===== config.mk =====
export PLATFORM = sky130hd
export DESIGN_NAME = onehot_encoder_pipe
export DESIGN_NICKNAME = d
export VERILOG_FILES = /design/src/rtl/onehot_encoder_pipe.sv
export SDC_FILE = /design/constraint.sdc
export NUM_CORES = 1
export LEC_CHECK = 0
export CORE_MARGIN = 5
export CORE_UTILIZATION = 27
export DETAILED_ROUTE_END_ITERATION = 16
export SLEW_MARGIN = 10
export SYNTH_ARGS = -nofsm -noshare
export SYNTH_HDL_FRONTEND = slang
export SYNTH_SLANG_ARGS = --single-unit

===== constraint.sdc =====
create_clock -name clk -period 3.3 [get_ports clk]
set_input_delay 0.495 -clock clk [delete_from_list [all_inputs] [get_ports clk]]
set_output_delay 0.495 -clock clk [all_outputs]
set_load 0.02 [all_outputs]

===== src/rtl/onehot_encoder_pipe.sv =====
// N-to-log2(N) request encoder with strict / fixed-priority / round-robin decode,
// one registered output stage behind a valid/ready handshake, and a saturating error counter.
module onehot_encoder_pipe #(
    parameter int N     = 8,
    parameter int W     = $clog2(N),
    parameter int MODE  = 0,
    parameter int ERR_W = 8
) (
    input  logic             clk,
    input  logic             rst,
    input  logic [N-1:0]     w,
    input  logic             in_valid,
    output logic             in_ready,
    output logic [W-1:0]     y,
    output logic             y_zero,
    output logic             y_multi,
    output logic             y_err,
    output logic             out_valid,
    input  logic             out_ready,
    output logic [ERR_W-1:0] err_cnt,
    input  logic             err_clr
);

    function automatic logic [ERR_W-1:0] sat_inc(input logic [ERR_W-1:0] v);
        return (&v) ? v : v + 1'b1;
    endfunction

    logic [W-1:0]     y_p0;
    logic             zero_p0;
    logic             multi_p0;
    logic             err_p0;
    logic             seen;
    logic [W-1:0]     hi_idx;
    logic [N-1:0]     rot;
    logic [W-1:0]     first_k;
    logic [W:0]       rr_sum;
    logic [W-1:0]     rr_idx;
    logic [W-1:0]     ptr_q;
    logic [W-1:0]     ptr_nxt;
    logic             accept;

    logic [W-1:0]     y_p1;
    logic             zero_p1;
    logic             multi_p1;
    logic             err_p1;
    logic             vld_p1;
    logic [ERR_W-1:0] cnt_p1;

    // ---- stage p0: combinational decode of the incoming vector ----
    always_comb begin
        seen     = 1'b0;
        multi_p0 = 1'b0;
        hi_idx   = '0;
        for (int i = 0; i < N; i++) begin
            if (w[i]) begin
                if (seen) multi_p0 = 1'b1;
                seen   = 1'b1;
                hi_idx = W'(i);
            end
        end
        zero_p0 = !seen;
    end

    // Rotate so bit 0 is the pointer position; the lowest set bit of rot is the RR winner.
    always_comb begin
        rot     = N'({w, w} >> ptr_q);
        first_k = '0;
        for (int k = N - 1; k >= 0; k--) begin
            if (rot[k]) first_k = W'(k);
        end
        rr_sum = {1'b0, ptr_q} + {1'b0, first_k};
        rr_idx = (rr_sum >= (W+1)'(N)) ? W'(rr_sum - (W+1)'(N)) : W'(rr_sum);
    end

    always_comb begin
        y_p0   = '0;
        err_p0 = 1'b0;
        case (MODE)
            0: begin
                err_p0 = zero_p0 || multi_p0;
                if (!err_p0) y_p0 = hi_idx;
            end
            1: begin
                err_p0 = zero_p0;
                if (!zero_p0) y_p0 = hi_idx;
            end
            default: begin
                err_p0 = zero_p0;
                if (!zero_p0) y_p0 = rr_idx;
            end
        endcase
    end

    assign ptr_nxt  = (y_p0 == W'(N - 1)) ? '0 : y_p0 + 1'b1;
    assign in_ready = !vld_p1 || out_ready;
    assign accept   = in_valid && in_ready;

    // ---- stage p1: registered result, RR pointer and error counter ----
    always_ff @(posedge clk) begin
        if (rst) begin
            vld_p1   <= 1'b0;
            y_p1     <= '0;
            zero_p1  <= 1'b0;
            multi_p1 <= 1'b0;
            err_p1   <= 1'b0;
            ptr_q    <= '0;
            cnt_p1   <= '0;
        end else begin
            if (accept) begin
                vld_p1   <= 1'b1;
                y_p1     <= y_p0;
                zero_p1  <= zero_p0;
                multi_p1 <= multi_p0;
                err_p1   <= err_p0;
                if (MODE == 2 && !zero_p0) ptr_q <= ptr_nxt;
            end else if (out_ready) begin
                vld_p1 <= 1'b0;
            end
            if (err_clr) begin
                cnt_p1 <= '0;
            end else if (accept && err_p0) begin
                cnt_p1 <= sat_inc(cnt_p1);
            end
        end
    end

    assign y         = y_p1;
    assign y_zero    = zero_p1;
    assign y_multi   = multi_p1;
    assign y_err     = err_p1;
    assign out_valid = vld_p1;
    assign err_cnt   = cnt_p1;

endmodule


==> out/summary.txt <==
Final wirelength: 2070 um
Period utilization: 0.776
DR vias: 855
Register area share after synthesis: 0.371
DP HPWL: 1630 um
Most common cell in the netlist: dfxtp_1
CTS Buffer Depth: 2
Max Cap Viol: 0
Top cells by area, synth: dfxtp_1, a21oi_1, or3_1
Yosys top cell by area: dfxtp_1
Netlist cell types: 35
CTS Hold Bufs: 0
Setup TNS: 0 ns
Total grt overflow: 0
CTS tree: yes
Clk root buf: clkbuf_4
Layout Nets: 144
Global router's overall resource usage: 0.106
IO Port Bufs: 28
Peak supply drop: 0.216 mV
Leakage: 0.000367 uW
Final Slew Violations: 0
Detailed-route DRC error count: 0
Post-Synthesis Cell Area: 810 um^2
Worst Max-Slew Pin Slew: 0.486 ns
Rel. slew slack: 0.674
Post-CTS resize count: 0
Number of top-level pins: 29
Sink Count: 15
Number of DRC markers in iteration 0: 22
Largest net degree at the start of global routing: 20
Initial antenna violation count: 0
Final setup fails: 0
Fmax: 390 MHz
Die area: 4190 um^2
CORE AREA: 2810 um^2
Maximum fanout along the worst path: 19
Synthesized Nets: 115
H-tree depth: 1
Status: finished clean
Die Height: 64.8 um
Reg clk slew, reported paths: 0.08 ns
Synth async-reset ratio: 0
Power Dens Cells: 310 nW/um^2
Final Skew: 0.00564 ns
First-pass GRT wire length: 3630 um
Req. time, crit path: 3.51 ns
Commonest cells in the netlist: dfxtp_1, a21oi_1, nor2_1
Cell count after synthesis: 101
Pwr Total: 353 uW
Fin. Hold Viols: 0
RSZ-0062 raised after global routing: no
Chip width: 64.8 um
Critical path startpoint category: input pin
TritonCTS buffer count: 3
Remaining antenna violation count: 0
Yosys warnings: 0
Critical path type: input pin to flip-flop
First-pass DRT Iterations: 4
Row count: 19
Clock Latency Late Sink: 0.28 ns
Tmin final: 2.56 ns
Vias/cell: 5.34
Hold Path Class: flip-flop to flip-flop
Mean post-synth cell area: 8.02 um^2
Share of cells above drive strength 1: 0.0620
Ant diodes: 0
Crit path capture type: flip-flop
Post-synth EDFFs: 0
GPL Wtd Cong: 0.788
Synth top area share: 0.371
Postcts setup bufs: 0
Routed wire length per instance: 13.0 um
Primary FF master, synth: dfxtp_1
Vias in the first global route: 879
Layout area overhead: 40.3%
Starting Density: 0.289
Synth Register Bits: 15
Critical Path AT: 2.77 ns
metrics by stage:
| step | cells | cell area (um^2) | hold slack [ns] | setup slack [ns] | util |
|---|---|---|---|---|---|
| 6_report | 160 | 1140 | 0.468 | 0.738 | 0.405 |
| 5_1_grt | 160 | 1140 | 0.486 | 0.588 | 0.405 |
| 4_1_cts | 160 | 1140 | 0.471 | 0.725 | 0.405 |
| 3_5_place_dp | 156 | 1110 | 0.453 | 0.436 | 0.396 |
| 3_3_place_gp | 156 | 1110 | 0.443 | 0.516 | 0.396 |
| 2_1_floorplan | 101 | 810 | 0.530 | 1.13 | - |
worst max-delay path, stage by stage:
cell and delay, ns:
clkdlybuf4s50_1 0.47, or4_4 0.58, nor3_4 0.16, nand3b_2 0.17, a31oi_4 0.20, or4_1 0.54, a21oi_1 0.15
cell usage in the layout (no fill, tap or decap), types with 2 or more instances in the layout:
| cell type | Yosys | routed |
|---|---|---|
| o21ai_1 | 7 | 7 |
| inv_1 | 3 | 3 |
| nor4_1 | 2 | 2 |
| nor3_1 | 4 | 4 |
| nand3_1 | 3 | 3 |
| clkbuf_4 | 0 | 3 |
| a21oi_1 | 14 | 14 |
| dfxtp_1 | 15 | 15 |
| or3_1 | 7 | 7 |
| nand2_1 | 7 | 7 |
| nor2_1 | 8 | 8 |
| clkdlybuf4s50_1 | 0 | 28 |
| o21ai_0 | 2 | 2 |
| and3_1 | 2 | 2 |
| nand4_1 | 4 | 4 |
final timing paths:
path | from | endpoint | slack [ns] | cells after the start
worst max-delay path | w[2] | err_cnt[7] | 0.74 | 7
worst min-delay path | y[0] | y[0] | 0.47 | 2
worst max register to register | err_cnt[2] | err_cnt[4] | 1.37 | 6
worst min register to register | y[0] | y[0] | 0.47 | 2
area by class of cell:
cell class	instances	area [um^2]
tap	31	38.8
clock buffer	4	26.3
sequential	15	300
fill	300	1670
inverter	3	11.3
timing repair buffer	28	280
multi-input combinational	79	479
where the power goes:
group          switching [uW]  internal (uW)
clock network            56.5           46.8
logic                    32.5           29.0
registers                3.10            185
kinds of logic (layout without fill, tap and decap cells):
logic type,after synthesis,in the layout,share of synthesized area
fa+ha+maj,2,2,0.0278
compound gates,31,31,0.236
simple gates,46,46,0.328
flops,15,15,0.371
buf+inv,7,35,0.0371
registers in the layout, indices dropped and copies added (netlist names):
register   cells
err_cnt        8
y              3
out_valid      1
y_err          1
y_multi        1
y_zero         1
layer usage:
| layer | wire [um] | up-vias | GRT usage |
|---|---|---|---|
| met5 | 0 | - | 0 |
| li1 | - | 443 | - |
| met1 | 990 | 381 | 0.127 |
| met4 | 0 | 0 | 0.0237 |
| met3 | 186 | 0 | 0.0501 |
| met2 | 897 | 31 | 0.171 |
Note: power is estimated with default switching activity, not from simulation.
